[config.mk]
export PLATFORM = sky130hd
export DESIGN_NAME = dpram_stream_reader_flat
export DESIGN_NICKNAME = d
export VERILOG_FILES = /design/src/rtl/dpram_stream_reader_if.sv /design/src/rtl/dpram_stream_reader.sv /design/src/flat_wrapper.sv
export SDC_FILE = /design/constraint.sdc
export NUM_CORES = 1
export LEC_CHECK = 0
export ABC_AREA = 1
export CAP_MARGIN = 15
export CORE_ASPECT_RATIO = 0.6
export CORE_MARGIN = 5
export CORE_UTILIZATION = 53
export DETAILED_ROUTE_END_ITERATION = 10
export HOLD_SLACK_MARGIN = 0.03
export PLACE_DENSITY = 0.91
export SLEW_MARGIN = 20
export SYNTH_ARGS = -nofsm -noshare
export SYNTH_HDL_FRONTEND = slang
export SYNTH_SLANG_ARGS = --single-unit
[constraint.sdc]
create_clock -name clock -period 4.6 [get_ports clock]
set_clock_uncertainty 0.15 [all_clocks]
set_input_delay 1.15 -clock clock [delete_from_list [all_inputs] [get_ports clock]]
set_output_delay 1.15 -clock clock [all_outputs]
set_load 0.05 [all_outputs]
[src/rtl/dpram_stream_reader_if.sv]
// Stream-reader bus: burst control, RAM read port and output stream.
interface dpram_stream_reader_if #(
    parameter int DATA_W = 14,
    parameter int ADDR_W = 18
);
    logic              start;
    logic [ADDR_W-1:0] start_addr;
    logic [ADDR_W-1:0] length;
    logic              abort;
    logic [ADDR_W-1:0] rdaddress;
    logic [DATA_W-1:0] q;
    logic [DATA_W-1:0] m_data;
    logic              m_valid;
    logic              m_ready;
    logic              m_last;
    logic              busy;
    logic              done;

    modport master (output start, start_addr, length, abort, q, m_ready,
                    input  rdaddress, m_data, m_valid, m_last, busy, done);
    modport slave  (input  start, start_addr, length, abort, q, m_ready,
                    output rdaddress, m_data, m_valid, m_last, busy, done);
endinterface

[src/rtl/dpram_stream_reader.sv]
// Burst reader: walks a circular RAM region and streams the words out
// through a 2-entry FIFO with valid/ready handshake.
module dpram_stream_reader #(
    parameter int DEPTH  = 200000,
    parameter int DATA_W = 14,
    parameter int ADDR_W = 18
) (
    input logic                  clock,
    input logic                  aclr,
    dpram_stream_reader_if.slave bus
);
    localparam logic [ADDR_W-1:0] DEPTH_A = ADDR_W'(DEPTH);
    localparam logic [ADDR_W-1:0] LAST_A  = ADDR_W'(DEPTH - 1);
    localparam logic [ADDR_W-1:0] ONE_A   = ADDR_W'(1);

    typedef enum logic [1:0] {IDLE, RUN, DRAIN} state_t;
    state_t state_q, state_d;

    logic [ADDR_W-1:0] rdaddr_q, rdaddr_d, rem_q, rem_d;
    logic              rd_vld_q, rd_vld_d, rd_last_q, rd_last_d;
    logic              done_q, done_d;
    logic              cap_q, cap_last_q;

    logic [DATA_W-1:0] fifo_data_q [2];
    logic [1:0]        fifo_last_q;
    logic              wr_ptr_q, rd_ptr_q;
    logic [1:0]        cnt_q;

    logic [ADDR_W-1:0] eff_addr, eff_len, next_addr;
    logic              pop, capture, room, last_hs;

    assign eff_addr  = (bus.start_addr >= DEPTH_A) ? '0 : bus.start_addr;
    assign eff_len   = (bus.length > DEPTH_A) ? DEPTH_A : bus.length;
    assign next_addr = (rdaddr_q == LAST_A) ? '0 : rdaddr_q + ONE_A;

    assign bus.m_valid   = (cnt_q != 2'd0);
    assign bus.m_data    = fifo_data_q[rd_ptr_q];
    assign bus.m_last    = bus.m_valid & fifo_last_q[rd_ptr_q];
    assign bus.rdaddress = rdaddr_q;
    assign bus.busy      = (state_q != IDLE);
    assign bus.done      = done_q;

    assign pop     = bus.m_valid & bus.m_ready;
    assign last_hs = pop & bus.m_last;
    // A word on q stays valid while rdaddress is unchanged, so it may wait there
    // for a free FIFO slot; no new read is issued until it is taken.
    assign capture = cap_q & ((cnt_q != 2'd2) | pop);
    assign room    = ({1'b0, cnt_q} + {2'b00, cap_q} - {2'b00, pop}) <= 3'd1;

    always_ff @(posedge clock or posedge aclr) begin
        if (aclr) state_q <= IDLE;
        else      state_q <= state_d;
    end

    always_comb begin
        state_d   = state_q;
        rdaddr_d  = rdaddr_q;
        rem_d     = rem_q;
        rd_vld_d  = 1'b0;
        rd_last_d = 1'b0;
        done_d    = 1'b0;
        case (state_q)
            IDLE: begin
                if (bus.start) begin
                    if (eff_len == '0) begin
                        done_d = 1'b1;
                    end else begin
                        state_d   = RUN;
                        rdaddr_d  = eff_addr;
                        rem_d     = eff_len - ONE_A;
                        rd_vld_d  = 1'b1;
                        rd_last_d = (eff_len == ONE_A);
                    end
                end
            end
            RUN: begin
                if (rem_q == '0) begin
                    state_d = DRAIN;
                end else if (room) begin
                    rdaddr_d  = next_addr;
                    rem_d     = rem_q - ONE_A;
                    rd_vld_d  = 1'b1;
                    rd_last_d = (rem_q == ONE_A);
                    if (rem_q == ONE_A) state_d = DRAIN;
                end
            end
            DRAIN:   ;
            default: state_d = IDLE;
        endcase
        if (state_q != IDLE && last_hs) begin
            state_d = IDLE;
            done_d  = 1'b1;
        end
        if (bus.abort) begin
            state_d   = IDLE;
            rdaddr_d  = rdaddr_q;
            rem_d     = rem_q;
            rd_vld_d  = 1'b0;
            rd_last_d = 1'b0;
            done_d    = 1'b0;
        end
    end

    always_ff @(posedge clock or posedge aclr) begin
        if (aclr) begin
            rdaddr_q    <= '0;
            rem_q       <= '0;
            rd_vld_q    <= 1'b0;
            rd_last_q   <= 1'b0;
            done_q      <= 1'b0;
            cap_q       <= 1'b0;
            cap_last_q  <= 1'b0;
            cnt_q       <= 2'd0;
            wr_ptr_q    <= 1'b0;
            rd_ptr_q    <= 1'b0;
            fifo_last_q <= 2'b00;
            for (int i = 0; i < 2; i++) fifo_data_q[i] <= '0;
        end else begin
            rdaddr_q  <= rdaddr_d;
            rem_q     <= rem_d;
            rd_vld_q  <= rd_vld_d;
            rd_last_q <= rd_last_d;
            done_q    <= done_d;
            if (bus.abort) begin
                cap_q      <= 1'b0;
                cap_last_q <= 1'b0;
                cnt_q      <= 2'd0;
                wr_ptr_q   <= 1'b0;
                rd_ptr_q   <= 1'b0;
            end else begin
                if (rd_vld_q) begin
                    cap_q      <= 1'b1;
                    cap_last_q <= rd_last_q;
                end else if (capture) begin
                    cap_q      <= 1'b0;
                    cap_last_q <= 1'b0;
                end
                if (capture) begin
                    fifo_data_q[wr_ptr_q] <= bus.q;
                    fifo_last_q[wr_ptr_q] <= cap_last_q;
                    wr_ptr_q              <= ~wr_ptr_q;
                end
                if (pop) rd_ptr_q <= ~rd_ptr_q;
                cnt_q <= cnt_q + {1'b0, capture} - {1'b0, pop};
            end
        end
    end
endmodule

[src/flat_wrapper.sv]
// flat-port wrapper written by rule: the top's interface ports become plain ports
module dpram_stream_reader_flat 
#(
    parameter int DEPTH  = 200000,
    parameter int DATA_W = 14,
    parameter int ADDR_W = 18
)
  (clock, aclr, bus_start, bus_start_addr, bus_length, bus_abort, bus_q, bus_m_ready, bus_rdaddress, bus_m_data, bus_m_valid, bus_m_last, bus_busy, bus_done);
  dpram_stream_reader_if #(.DATA_W(DATA_W), .ADDR_W(ADDR_W)) bus_i ();
  input logic clock;
  input logic aclr;
  input wire logic [$bits(bus_i.start)-1:0] bus_start;
  input wire logic [$bits(bus_i.start_addr)-1:0] bus_start_addr;
  input wire logic [$bits(bus_i.length)-1:0] bus_length;
  input wire logic [$bits(bus_i.abort)-1:0] bus_abort;
  input wire logic [$bits(bus_i.q)-1:0] bus_q;
  input wire logic [$bits(bus_i.m_ready)-1:0] bus_m_ready;
  output wire logic [$bits(bus_i.rdaddress)-1:0] bus_rdaddress;
  output wire logic [$bits(bus_i.m_data)-1:0] bus_m_data;
  output wire logic [$bits(bus_i.m_valid)-1:0] bus_m_valid;
  output wire logic [$bits(bus_i.m_last)-1:0] bus_m_last;
  output wire logic [$bits(bus_i.busy)-1:0] bus_busy;
  output wire logic [$bits(bus_i.done)-1:0] bus_done;
  assign bus_i.start = bus_start;
  assign bus_i.start_addr = bus_start_addr;
  assign bus_i.length = bus_length;
  assign bus_i.abort = bus_abort;
  assign bus_i.q = bus_q;
  assign bus_i.m_ready = bus_m_ready;
  assign bus_rdaddress = bus_i.rdaddress;
  assign bus_m_data = bus_i.m_data;
  assign bus_m_valid = bus_i.m_valid;
  assign bus_m_last = bus_i.m_last;
  assign bus_busy = bus_i.busy;
  assign bus_done = bus_i.done;
  dpram_stream_reader #(.DEPTH(DEPTH), .DATA_W(DATA_W), .ADDR_W(ADDR_W)) u_core (.clock(clock), .aclr(aclr), .bus(bus_i));
endmodule
* Yosys cells after proc, flatten, opt, wreduce, memory -nomap -nowiden
Cells that the tools add are included.
** Storage, ports and cells
- Register bits after elaboration :: 77
- Input port bits :: 55
** Operators by class
- Add/sub/neg operators :: 7
- Order comparisons :: 9
- Eq/ne operators :: 15
- Muxes and demuxes :: 59
- Bitwise logic cells :: 10
- Reduce and logical (&&, ||, !) cells :: 15
** Operators with widths (count)
- $mux 18 :: 11
- $pmux 18 s2 :: 2
- $mux 14 :: 4
- $eq 18x1->1 const B :: 2
- $logic_not 18->1 :: 2
- $sub 18x1->18 const B :: 2
- $bwmux 28 :: 1
- $mux 1 :: 27
- $add 18x1->18 const B :: 1
- $eq 18x18->1 const B :: 1
- $ge 18x18->1 const B :: 1
- $gt 18x18->1 const B :: 1
- $mux 2 :: 8
- $demux 14 s1 :: 1
- $ne 5x2->1 const B :: 2
- $reduce_bool 2->1 :: 5
- $ne 2x2->1 const B :: 4
- $pmux 2 s3 :: 1
- $reduce_and 6->1 :: 1
- $reduce_and 5->1 :: 1
- $and 1x1->1 :: 4
- $ge 2x2->1 const B :: 2
- $lt 1x2->1 const B :: 2
- $ne 4x3->1 const B :: 1
- 22 further kinds :: 28

* Depth between registers and ports, before layout
Gate-level depths: netlist of the first run.
- Depth in word-level cells :: 9
- Mapped depth :: 21
- Mapped depth without buffers :: 19

* Worst setup path after synthesis of the first run
OpenSTA, ideal clock, no wires.
- Kind :: input port to flip-flop
- From :: in bus_length[14]
- To :: reg u_core.rdaddr_q[6] (netlist: u_core.bus.rdaddress[6])
- Arrival :: 3.247 ns
- Required time :: 4.332 ns
- Setup slack :: 1.085 ns
- Stages on the path :: 17
- Buffers on the path :: 5
- Cell sequence :: or2_1 o21ai_1 nand2_1 nand2_2 buf_2 buf_2 buf_2 nand2_1 ha_1 nand3_1 nor2_4 nand4_2 nand2_2 buf_6 buf_8 nand2_1 nand2_1
** On the way
- Longest elaborated chain between the ends :: 5
** Ends and longest elaborated chain
- from (decl) :: RTL line flat_wrapper.sv:14 : input wire logic [$bits(bus_i.length)-1:0] bus_length;
- $gt 18x18->1 :: RTL line dpram_stream_reader.sv:33 : assign eff_len = (bus.length > DEPTH_A) ? DEPTH_A : bus.length;
- $mux 18 * :: RTL line dpram_stream_reader.sv:33
- $logic_not 18->1 * :: RTL line dpram_stream_reader.sv:65 : if (eff_len == '0) begin
- $ne 2x2->1 (no line) *
- $reduce_and 6->1 (no line) *
- to (signal assigned) :: RTL line dpram_stream_reader.sv:119 : rdaddr_q <= rdaddr_d;
- to (decl) :: RTL line dpram_stream_reader.sv:19 : logic [ADDR_W-1:0] rdaddr_q, rdaddr_d, rem_q, rem_d;
Every way passes the cells marked *; elsewhere a longest branch is shown, timed or not.
A chain may end at the register's enable or synchronous reset.

* Worst setup path in the final report of the first run
- From :: reg u_core.rd_ptr_q
- To :: out bus_m_data[1]
** On the way
- Longest elaborated chain between the ends :: 4
** Ends and longest elaborated chain
- from (decl) :: RTL line dpram_stream_reader.sv:26 : logic wr_ptr_q, rd_ptr_q;
- from (signal assigned) :: RTL line dpram_stream_reader.sv:143 : if (pop) rd_ptr_q <= ~rd_ptr_q;
- $not 1->2 (implied by the code) :: RTL line dpram_stream_reader.sv:37 : assign bus.m_data = fifo_data_q[rd_ptr_q];
- $mux 14 (implied by the code) (3 in series) :: RTL line dpram_stream_reader.sv:37
- to (decl) :: RTL line flat_wrapper.sv:19 : output wire logic [$bits(bus_i.m_data)-1:0] bus_m_data;
No other way between the ends. The select of a mux whose other input is x is not followed.

==> results of run 1 <==
[per-stage QoR]
step	util	instance area [um2]	setup WS [ns]	hold WS [ns]	std cells
detailed placement	0.657	6150	0.418	0.326	952
finish	0.688	6430	0.618	0.353	968
global route	0.688	6430	0.373	0.374	968
floorplan	-	5170	1.08	0.302	748
CTS	0.688	6430	0.678	0.356	968
global placement	0.657	6150	0.549	0.314	952
[layer usage]
metal,vias up,global-route usage,wire length (um)
li1,2602,-,-
met1,2404,0.363,6360
met2,237,0.348,6020
met3,16,0.0522,1320
met4,0,0.0507,129
met5,-,0,0
[critical path, cell delays in order (launching register included)]
cell and delay (ns):
sky130_fd_sc_hd__dfrtp_1 0.41, sky130_fd_sc_hd__clkinv_1 0.55, sky130_fd_sc_hd__o21ai_0 0.51, sky130_fd_sc_hd__clkdlybuf4s50_1 0.87
[Yosys cell counts, types with 4 or more instances]
library cell / instances
sky130_fd_sc_hd__o21ai_0: 74
sky130_fd_sc_hd__dfrtp_1: 77
sky130_fd_sc_hd__a31oi_1: 4
sky130_fd_sc_hd__xnor2_1: 8
sky130_fd_sc_hd__nand4_1: 15
sky130_fd_sc_hd__inv_2: 4
sky130_fd_sc_hd__a21oi_1: 18
sky130_fd_sc_hd__clkbuf_1: 10
sky130_fd_sc_hd__or2_2: 7
sky130_fd_sc_hd__o21ai_1: 7
sky130_fd_sc_hd__ha_1: 7
sky130_fd_sc_hd__mux2_2: 14
sky130_fd_sc_hd__inv_1: 83
sky130_fd_sc_hd__nand3_1: 49
sky130_fd_sc_hd__buf_2: 8
sky130_fd_sc_hd__xor2_1: 7
sky130_fd_sc_hd__nand2_1: 234
sky130_fd_sc_hd__nor3_1: 12
sky130_fd_sc_hd__nor4_1: 4
sky130_fd_sc_hd__nor2_1: 64
sky130_fd_sc_hd__o31ai_1: 4
[final timing paths]
kind	depth (start not counted)	slack [ns]	startpoint	to
setup / recovery	3	0.62	u_core.rd_ptr_q	bus_m_data[1]
hold / removal	1	0.35	u_core.fifo_data_q[15]	u_core.fifo_data_q[15]
setup reg to reg	19	1.48	u_core.cnt_q[1]	u_core.bus.rdaddress[6]
hold reg to reg	1	0.35	u_core.fifo_data_q[15]	u_core.fifo_data_q[15]
max in group asynchronous	3	2.58	aclr	u_core.state_q[1]
min in group asynchronous	2	0.94	aclr	u_core.bus.rdaddress[11]
[kinds of logic after synthesis]
| logic type | after synthesis | synth area share |
|---|---|---|
| simple gates | 403 | 0.335 |
| compound gates | 119 | 0.124 |
| buf+inv | 112 | 0.0912 |
| flops | 77 | 0.373 |
| xor+xnor | 15 | 0.0254 |
| mux | 14 | 0.0305 |
| fa+ha+maj | 8 | 0.0208 |
[final cells by class]
type	instances	area, um2
fill	776	2920
multi-input combinational	559	2780
sequential	77	1930
timing repair buffer	96	946
inverter	90	339
clock buffer	9	225
tap	130	163
clock inverter	7	57.6
[sequential cells by signal (all words and copies together) (netlist names)]
| name | count |
|---|---|
| u_core.rd_last_q | 1 |
| u_core.cap_last_q | 1 |
| u_core.rd_vld_q | 1 |
| u_core.fifo_last_q | 2 |
| u_core.bus.done | 1 |
| u_core.cap_q | 1 |
| u_core.state_q | 2 |
| u_core.fifo_data_q | 28 |
| u_core.wr_ptr_q | 1 |
| u_core.rd_ptr_q | 1 |
| u_core.cnt_q | 2 |
| u_core.bus.rdaddress | 18 |
| u_core.rem_q | 18 |
[where the power goes]
part	internal [mW]	total [mW]	switching [mW]	leakage, nW
clock network	0.373	0.668	0.295	0.134
logic	0.717	2.09	1.37	1.98
registers	0.957	1.23	0.268	0.943
[cells in the final DEF, fill, tap and decap left out, types with 2 or more instances in the layout]
master / instances
sky130_fd_sc_hd__nor4_1: 4
sky130_fd_sc_hd__nand2_2: 3
sky130_fd_sc_hd__o21ai_1: 7
sky130_fd_sc_hd__mux2_2: 14
sky130_fd_sc_hd__buf_4: 6
sky130_fd_sc_hd__o41ai_1: 2
sky130_fd_sc_hd__a21oi_1: 18
sky130_fd_sc_hd__inv_2: 5
sky130_fd_sc_hd__xor2_1: 7
sky130_fd_sc_hd__o211ai_1: 3
sky130_fd_sc_hd__o21ai_0: 74
sky130_fd_sc_hd__nand4_1: 15
sky130_fd_sc_hd__inv_1: 82
sky130_fd_sc_hd__nand3_1: 49
sky130_fd_sc_hd__nand3b_1: 3
sky130_fd_sc_hd__nor2_1: 64
sky130_fd_sc_hd__xnor2_1: 8
sky130_fd_sc_hd__nand3_2: 3
sky130_fd_sc_hd__dfrtp_1: 77
sky130_fd_sc_hd__clkdlybuf4s50_1: 90
sky130_fd_sc_hd__ha_1: 7
sky130_fd_sc_hd__clkinv_1: 2
sky130_fd_sc_hd__clkinvlp_4: 2
sky130_fd_sc_hd__clkinv_2: 2
sky130_fd_sc_hd__o31ai_1: 4
sky130_fd_sc_hd__a31oi_1: 4
sky130_fd_sc_hd__inv_6: 2
sky130_fd_sc_hd__or2_2: 7
sky130_fd_sc_hd__nand2_1: 234
sky130_fd_sc_hd__nor2_2: 2
sky130_fd_sc_hd__o22ai_1: 2
sky130_fd_sc_hd__clkbuf_16: 9
sky130_fd_sc_hd__nor2_4: 2
sky130_fd_sc_hd__nor3_1: 11
==> run summary, run 1 <==
Derived from the worst setup path, the maximum achievable clock frequency is 251 MHz. The portion of the clock cycle consumed by the worst path in the final layout came out at 0.866. For this block, the routed nets add up to 13,800 um of wire. For the worst-skew pair, the clock arrives at the later sink with an insertion delay of 0.33 ns.

Setup repair after global routing left no endpoint under its margin. Worst min-delay path class: flip-flop to flip-flop. The number of nets in the synthesized netlist is 811. At the worst endpoint, the arrival time is 2.68 ns. At the end of routability-driven placement, the weighted congestion stood at 0.972. The tools report the overall routing resource usage as 0.239. In this run, post-CTS repair resized a total of 0 instances. Row generation in the floorplan step produced 27 rows.

Worst ir drop on vdd: 0.357 mV. Along the worst path, the maximum fanout reaches 28. The fraction of layout cells with a size suffix above 1 is 0.0728, and the time the worst path needs with I/O delays and setup is 3.98 ns. Dividing the synthesized area by the synthesized cell count gives 6.91 um2.

The worst setup path is launched from a flip-flop. The first-pass detailed-route iteration total was 5. From bottom edge to top edge, the die measures 86.5 um. Setup violations remaining at the end of the flow were counted as 0. The netlist area before placement is 5170 um2, and the number of global-route vias before repair is 4,815. In the final routed layout, each cell accounts on average for 14.3 um.

The critical path in this run is classified as flip-flop to output pin. The run finished with clean final reports. Yosys printed 0 warnings. Overall power consumption after layout is estimated at 3.98 mW. The repair_antennas step left the layout with diodes totalling 0.

The register bit count reported by yosys is 77. Once the clock tree was built, the setup fixing pass inserted 0 buffers. The number of different library cells used by synthesis comes to 43. The run gives 5,259 as the total vias in the final route. The share of synthesized flip-flops with an asynchronous set or reset is 1.00. Summed over all cells, the static leakage comes to 3.06 nW. The clock drives 77 sinks.

The clock passes through at most 2 buffers. The number of top-level design ports was 91. The run gives 0 as the residual overflow from global routing. Using the TritonRoute via totals, the vias-per-cell ratio works out to 5.43. The detail route stage leaves a number of antenna-violating nets equal to 0. The cts-stage hold buffer count is 0, and the clock edge transition at the registers on the reported setup and hold paths is 0.06 ns. The area added between synthesis and finish is 24.4%.

The starting density of the core is 0.552. The die covers 11,900 um2. The number of antenna violations at the first check in global routing came out at 0. The number of design rule violations left after detail routing is 0. The sum of negative setup slack was 0 ns.

During placement, the flow inserted port buffers numbering 90. The first global-routing pass estimated 22,900 um of wire. After the first detailed-routing iteration, the DRC count stood at 486. At the worst endpoint, the required time is 3.30 ns. For the number of buffers added by the clock tree synthesis step, the log shows 9. The area of the placeable core is 9360 um2, and the synthesized instance count is 748. The detailed placement HPWL was 10,200 um; the sequential cell area fraction in the yosys report was 0.373. In this run the number of H-tree levels came out at 3. In this run the horizontal extent of the chip is 138 um. Library cell occupying the most area in the post-synthesis netlist: sky130_fd_sc_hd__dfrtp_1. The count of endpoints failing hold in the final timing report was 0. The tree is rooted in a sky130_fd_sc_hd__clkbuf_16. The headroom to the max-slew limit was 0.511.

TritonCTS built the clock tree. After the last flow step, the layout net total stands at 896. The tool flagged a number of max-cap violations equal to 0. Pin count of the biggest net entering global routing: 45. The area share of the largest cell type after synthesis works out to 0.373.

The endpoint kind of the worst setup timing path was an output pin. Ranked by total cell area, the synthesized netlist is headed by sky130_fd_sc_hd__dfrtp_1, sky130_fd_sc_hd__nand2_1, sky130_fd_sc_hd__o21ai_0. Power spread over the standard cell area amounts to 619 nW/um2. The number of enable-type register cells in the synthesized netlist was 0. The most used flip-flop cell after synthesis is sky130_fd_sc_hd__dfrtp_1.

For the total count of max-transition violations in the final report, the log shows 0. For the pin with the worst max-slew slack, the measured transition is 0.732 ns.
Note: power is estimated with default switching activity, not from simulation.
==> run 2: changes to the inputs <==
--- a/config.mk
+++ b/config.mk
@@ -10,8 +10,9 @@
 export CORE_ASPECT_RATIO = 0.6
 export CORE_MARGIN = 5
-export CORE_UTILIZATION = 53
+export CORE_UTILIZATION = 36
 export DETAILED_ROUTE_END_ITERATION = 10
 export HOLD_SLACK_MARGIN = 0.03
-export PLACE_DENSITY = 0.91
+export PLACE_DENSITY = 0.69
+export SETUP_SLACK_MARGIN = 0.05
 export SLEW_MARGIN = 20
 export SYNTH_ARGS = -nofsm -noshare
==> constraint.sdc (replaced) <==
create_clock -name clock -period 4.6 [get_ports clock]
set_clock_uncertainty 0.15 [all_clocks]
set_input_delay 0.69 -clock clock [delete_from_list [all_inputs] [get_ports clock]]
set_output_delay 0.69 -clock clock [all_outputs]
set_load 0.05 [all_outputs]
==> run summary, run 2 (synthesized netlist as in run 1, its figures left out) <==
The antenna diode count is 0, and the worst setup slack after placement is 0.580 ns. By startpoint and endpoint, the worst setup path is classified as primary input to flip-flop. After clock tree synthesis, the clock-pin slew on the worst setup and hold paths is 0.06 ns. For the worst-skew pair, the clock arrives at the later sink with an insertion delay of 0.33 ns. For this run, the number of standard cells in the final layout without fillers is 1,029. For this design, the CTS-stage hold fixing added 0 buffers. For this run, the detailed router's first-pass iteration total came to 5. Final setup violation count: 0. The tools report the worst endpoint data arrival time as 3.77 ns. The highest layer touched by signal routing is met4.

The wire length on met3 is 1060 um, and the share of power burned in combinational logic is 0.518. The first global-routing pass estimated 23,000 um of wire. The congestion estimate from routability-driven global placement came to 0.880. The internal power of the cells totals 2.10 mW.

In this run the tool buffered the top-level ports with 90 buffer cells. Summed over all nets, wire length on met2 after detailed routing comes to 5300 um. The fraction of layout cells with a size suffix above 1 came out at 0.0705. In this run the count of I/O pins placed on the die edge is 91.

Timing would allow up to 268 MHz. The portion of the clock cycle consumed by the worst path in the final layout works out to 0.810. Among cell families on the critical path, the largest total delay comes from simple AND/OR/NAND/NOR gates. The final layout contains routed wiring with a total length of 14,000 um. Setup slack closes at 0.876 ns.

The run gives 0.397 as the headroom to the max-slew limit. The utilization of the core after routing came out at 0.470. TritonCTS built the clock tree. The tree built by TritonCTS fans out to 77 sinks. The most numerous cell on the critical path was sky130_fd_sc_hd__nand2_1. The number of nets in the final layout was 895; the area added between synthesis and finish was 26.2%.

The overall routing resource usage is 0.169, and the number of design rule violations left after detail routing is 0. In this run the vertical extent of the chip is 103 um. The leakage component of the power is 3.07 nW, and the maximum fanout along the worst path is 32.

The starting density of the core was 0.373. For this block, the initial DRC count from the detailed router was 449. The logs give 0.181 for the share of total power in the clock network and 0 for the post-CTS setup buffer count. The flip-flop count of the largest register, all copies and words added is 28, and the number of gates given a new drive strength after cts is 0. The slowest stage cell on the critical path is sky130_fd_sc_hd__clkdlybuf4s50_1.

Count of endpoints failing hold in the final timing report: 0. Fraction of power spent switching nets: 0.479. Setup repair after global routing left no endpoint under its margin.

Sequential power share: 0.301. The count of standard-cell rows was 33; the horizontal extent of the die was 165 um. The number of global-route vias before repair came out at 4,510. The run gives 2 as the buffer depth of the longest clock path.

The number of clock buffers added by TritonCTS is 9. Hold timing on the final database bottoms out at a slack of 0.324 ns. The residual overflow from global routing is 0, and the detailed placement HPWL is 10,500 um. The pin count of the biggest net entering global routing was 49; the time the worst path needs with I/O delays and setup was 3.72 ns. The top cell types in the final layout, fill and taps aside, are sky130_fd_sc_hd__nand2_1, sky130_fd_sc_hd__clkdlybuf4s50_1, sky130_fd_sc_hd__inv_1, sky130_fd_sc_hd__dfrtp_1, sky130_fd_sc_hd__o21ai_0. Dividing the detail-routed via count by the number of cells gives 4.92. Type of origin of the critical path: a primary input. The power per cell area is 618 nW/um2, and the count of nets left with antenna violations after detail routing is 0.

Counting tap cells, the placed design contains a total of 1,013 instances. The met1 wire length was 7590 um. Counting flops per register, the top entry is u_core.fifo_data_q. Number of antenna violations at the first check in global routing: 0. The area of the placeable core is 13,900 um2.

Total vias in the final route: 5,061. The max-cap violation count was 0; the H-tree depth was 3. Total count of max-transition violations in the final report: 0. At the pin with the least slew margin, the transition time is 0.905 ns. The path class of the tightest hold or removal check is flip-flop to flip-flop. STA puts the critical path data required time at 4.65 ns. The wire length per cell is 13.7 um, and the peak per-stage delay on the critical path is 0.58 ns.

The die covers 16,900 um2. The most frequent standard cell in the layout excluding fill and tap cells was sky130_fd_sc_hd__nand2_1. The buffers plus inverters on the worst setup path was 4. For this design the total switching power over the nets is 1.93 mW. The logs give 0.295 mV for the worst ir drop on vdd and 0 ns for the sum of negative setup slack. The run finished with clean final reports. The tools report the clock root buffer as sky130_fd_sc_hd__clkbuf_16. The endpoint kind of the worst setup timing path is a flip-flop. Traced cell by cell, the critical path runs through clkdlybuf4s50_1 > nand2_1 > inv_1 > nand2_1 > inv_1 > nand2_1 > nand2_1 > nand2_2 > nand2_1 > ha_1 > nand3_1 > nor2_4 > nand4_2 > nand2_2 > buf_4 > o21ai_0.
-- run 2: changes by cell type in the layout (fill, tap and decap cells not counted), sizes merged --
cell      change
bufinv        +1
clkinv        +1
buf           -1
clkinvlp      -2
-- run 2: power by group through the flow --
stage	Combinational, mW	Clock (mW)	Sequential [mW]
CTS	2.10	0.753	1.21
finish	2.09	0.730	1.22
detailed placement	2.10	0	1.22
global route	2.30	0.784	1.26
floorplan	1.28	0	1.39
global placement	2.07	0	1.22
-- run 2: final timing paths --
kind | from | endpoint | slack, ns | cells after the start
min in group asynchronous | aclr | u_core.bus.rdaddress[13] | 0.68 | 2
min | u_core.cap_last_q | u_core.fifo_last_q[1] | 0.32 | 2
max | bus_length[16] | u_core.rem_q[0] | 0.88 | 16
min reg2reg | u_core.cap_last_q | u_core.fifo_last_q[1] | 0.32 | 2
max in group asynchronous | aclr | u_core.fifo_data_q[1] | 2.68 | 3
max reg2reg | u_core.cnt_q[1] | u_core.rem_q[17] | 1.19 | 19
-- run 2: final cells by class --
type                    count  area [um2]
repair buffers             95         938
flip-flops and latches     77        1930
multi-input cells         559        2780
inverters                  90         339
well taps                 192         240
fillers                  1417        7350
clock inverters             7        78.8
clock buffers               9         225
-- run 2: tightest hold or removal path, delay by kind of cell, from the launching register on --
family | cells | cell delay (ns)
flops | 1 | 0.34
simple gates | 1 | 0.05
compound gates | 1 | 0.05
-- run 2: metal layers --
layer,global-route usage,vias to the layer above
met3,0.0400,12
met5,0,-
met1,0.272,2296
li1,-,2598
met2,0.229,155
met4,0.0294,0
-- run 2: through the flow --
| step | area (um2) | power [mW] |
|---|---|---|
| CTS | 6530 | 4.07 |
| global route | 6530 | 4.35 |
| finish | 6530 | 4.04 |
| global placement | 6220 | 3.29 |
| detailed placement | 6220 | 3.32 |
| floorplan | 5170 | 2.67 |
==> run 3: changes to the inputs <==
Settings changed: PLACE_DENSITY 0.69 to 0.71.
Clock period 4.6 ns to 3.4 ns, I/O delays scaled along.
==> run summary, run 3 (synthesized netlist as in run 1, its figures left out) <==
The flow ran to the end, and the final reports show no timing, DRC or antenna violations. Setup repair after global routing left no endpoint under its margin. Total vias in the final route: 5,101.

Among cell families on the critical path, the largest total delay comes from simple AND/OR/NAND/NOR gates. For the pin count of the biggest net entering global routing, the log shows 45. Across the VDD grid, the largest voltage drop is 0.388 mV. The headroom to the max-slew limit came out at 0.587. For the overall routing resource usage, the log shows 0.168. The run gives 0 as the residual overflow from global routing.

Class of the most critical setup path: flip-flop to flip-flop. The register with the most flip-flops in the layout has 28 of them. Power comes to 5.56 mW. Based on the critical path, the design can be clocked at up to 326 MHz. Counting stages on the worst path, the most repeated cell is sky130_fd_sc_hd__nand2_1.

Leaving out filler cells and counting taps, the final layout contains 1,043. The number of gates given a new drive strength after cts is 0. Most frequent standard cell in the layout excluding fill and tap cells: sky130_fd_sc_hd__nand2_1. The logs give 0 for the total count of max-transition violations in the final report and 91 for the number of top-level design ports. From synthesis to final layout, the design area changed by 28.8%.

After the last flow step, the layout net total stands at 909. The logs give 13,900 um2 for the area of the placeable core and 23,100 um for the global-route wire length before repair. The analysis attributes to cell leakage a power of 3.14 nW. Dividing total power by cell area gives a power density of 835 nW/um2. The buffers plus inverters on the worst setup path came out at 5. The antenna diode count came out at 0. The worst min-delay path class is primary input to asynchronous set/reset pin.

Buffers inserted to repair hold after CTS numbered 0. The share of power burned in combinational logic came out at 0.517. Slew of the pin with the lowest slew margin: 0.612 ns. In this run the remaining antenna-violating nets after routing total 0. Fill cells in the final layout number 1,380. The die is 103 um tall. For the total number of clock tree sinks, the log shows 77. The sum of negative setup slack was 0 ns. The sequential cells in the finished layout cover a total of 1930 um2.

The number of global-route vias before repair was 4,540. CTS placed an instance of sky130_fd_sc_hd__clkbuf_16 at the clock tree root. The count of standard-cell rows is 33. For the worst setup path, the data required time is 3.46 ns. Number of buffers added by the clock tree synthesis step: 9. The sequential power share was 0.296; the final setup violation count was 0. The maximum fanout along the worst path works out to 34. The slowest stage cell on the critical path is sky130_fd_sc_hd__fa_1.

TritonCTS built the clock tree. The fraction of power spent switching nets was 0.469; the horizontal extent of the die was 165 um. The die covers 16,900 um2.

The multi-input combinational cells in the finished layout cover a total of 2780 um2. For the worst endpoint data arrival time, the log shows 3.12 ns. Fraction of layout cells with a size suffix above 1: 0.0846. Cell internal power was estimated by the tool at 2.95 mW.

The routability-driven placement congestion ratio was 0.895; the total of buffers placed on input and output ports was 90. After detailed routing, the number of remaining DRC violations is 0. The routed design could run at a clock period as short as 3.06 ns.

The run gives 3 as the H-tree depth. The portion of the clock cycle consumed by the worst path in the final layout came out at 0.901. The first-pass detailed-route iteration total is 5. The logs give 10,700 um for the detailed placement HPWL and 0.33 ns for the clock insertion delay at the later pin of the skew report. Max-cap violation count: 0.

For the share of total power in the clock network, the log shows 0.187. The largest single stage delay on the critical path is 0.44 ns. The register name with the most flops is u_core.fifo_data_q. In the layout the commonest cells are sky130_fd_sc_hd__nand2_1, sky130_fd_sc_hd__clkdlybuf4s50_1, sky130_fd_sc_hd__inv_1, sky130_fd_sc_hd__dfrtp_1, sky130_fd_sc_hd__o21ai_0. For this block, the initial DRC count from the detailed router was 356. The logs give 0 for the post-CTS setup buffer count and 2 for the buffer depth of the longest clock path. In this run, placement finished with an instance count of 1,027.

The number of antenna violations at the first check in global routing is 0. The tools report the endpoint kind of the worst setup timing path as a flip-flop. The starting density of the core is 0.373. Summed over all nets, the switching power comes to 2.61 mW.

Traced cell by cell, the critical path runs through inv_1 > nand2_1 > nand2_1 > inv_1 > nand2_1 > nand2_1 > ha_1 > fa_1 > a21oi_1 > o21ai_0 > inv_1 > nand2_1 > nand2_1 > o211ai_1 > inv_1 > nand2_2 > buf_12 > nand2_1 > o21ai_1. After routing the design area is 6660 um2. The clock edge transition at the registers on the reported setup and hold paths is 0.06 ns. The type of origin of the critical path was a flip-flop. The count of endpoints failing hold in the final timing report is 0, and the post-detailed-route via-to-cell ratio is 4.89. The run gives 14,100 um as the final wirelength.

Once placement finished, the instance area stood at 6340 um2. In the final routed layout, each cell accounts on average for 13.5 um.
==> run 3: path summary, 6_finish.rpt <==
kind	cells after the start	slack [ns]	startpoint	end
max	19	0.34	u_core.cnt_q[1]	u_core.bus.rdaddress[16]
min	2	0.27	aclr	u_core.rem_q[13]
max reg2reg	19	0.34	u_core.cnt_q[1]	u_core.bus.rdaddress[16]
min reg2reg	2	0.34	u_core.rd_last_q	u_core.cap_last_q
max in group asynchronous	3	2.14	aclr	u_core.fifo_data_q[6]
min in group clock	2	0.34	u_core.rd_last_q	u_core.cap_last_q
==> run 3: layout make-up <==
class | instances | share of cell area
multi-input cells | 559 | 0.417
clock buffers | 10 | 0.0344
repair buffers | 109 | 0.159
well taps | 192 | 0.0361
inverters | 90 | 0.0509
clock inverters | 6 | 0.0141
flip-flops and latches | 77 | 0.289
==> run 3: metal layers <==
metal  global-route usage  routed length [um]  part of all wire  vias to the layer above
met5                    0                   0                 0                        -
met1                0.275                7510              0.53                     2305
met4               0.0262                  68            0.0048                        0
met2                0.223                5530              0.39                      158
li1                     -                   -                 -                     2631
met3               0.0376                1000             0.071                        7
==> run 3: power groups by stage <==
stage               logic (mW)  registers, mW  clock network (mW)
floorplan                 1.73           1.88                   0
global placement          2.84           1.64                   0
detailed placement        2.88           1.65                   0
CTS                       2.89           1.64                1.06
global route              3.16           1.71                1.10
finish                    2.87           1.65                1.04
==> run 3: through the flow <==
| step | hold WS [ns] | worst slack [ns] | utilization |
|---|---|---|---|
| 3_3_place_gp | 0.314 | 0.140 | 0.457 |
| 4_1_cts | 0.269 | 0.381 | 0.480 |
| 2_1_floorplan | 0.302 | 0.335 | - |
| 3_5_place_dp | 0.330 | 0.0498 | 0.457 |
| 6_report | 0.272 | 0.336 | 0.480 |
| 5_1_grt | 0.280 | 0.0587 | 0.480 |
==> run 3: worst reg2reg max path, stage by stage, from the launching register on <==
cell,delay [ns]
sky130_fd_sc_hd__dfrtp_1,0.41
sky130_fd_sc_hd__inv_1,0.13
sky130_fd_sc_hd__nand2_1,0.11
sky130_fd_sc_hd__nand2_1,0.15
sky130_fd_sc_hd__inv_1,0.08
sky130_fd_sc_hd__nand2_1,0.10
sky130_fd_sc_hd__nand2_1,0.06
sky130_fd_sc_hd__ha_1,0.19
sky130_fd_sc_hd__fa_1,0.44
sky130_fd_sc_hd__a21oi_1,0.14
sky130_fd_sc_hd__o21ai_0,0.12
sky130_fd_sc_hd__inv_1,0.11
sky130_fd_sc_hd__nand2_1,0.06
sky130_fd_sc_hd__nand2_1,0.06
sky130_fd_sc_hd__o211ai_1,0.08
sky130_fd_sc_hd__inv_1,0.09
sky130_fd_sc_hd__nand2_2,0.12
sky130_fd_sc_hd__buf_12,0.19
sky130_fd_sc_hd__nand2_1,0.09
sky130_fd_sc_hd__o21ai_1,0.08
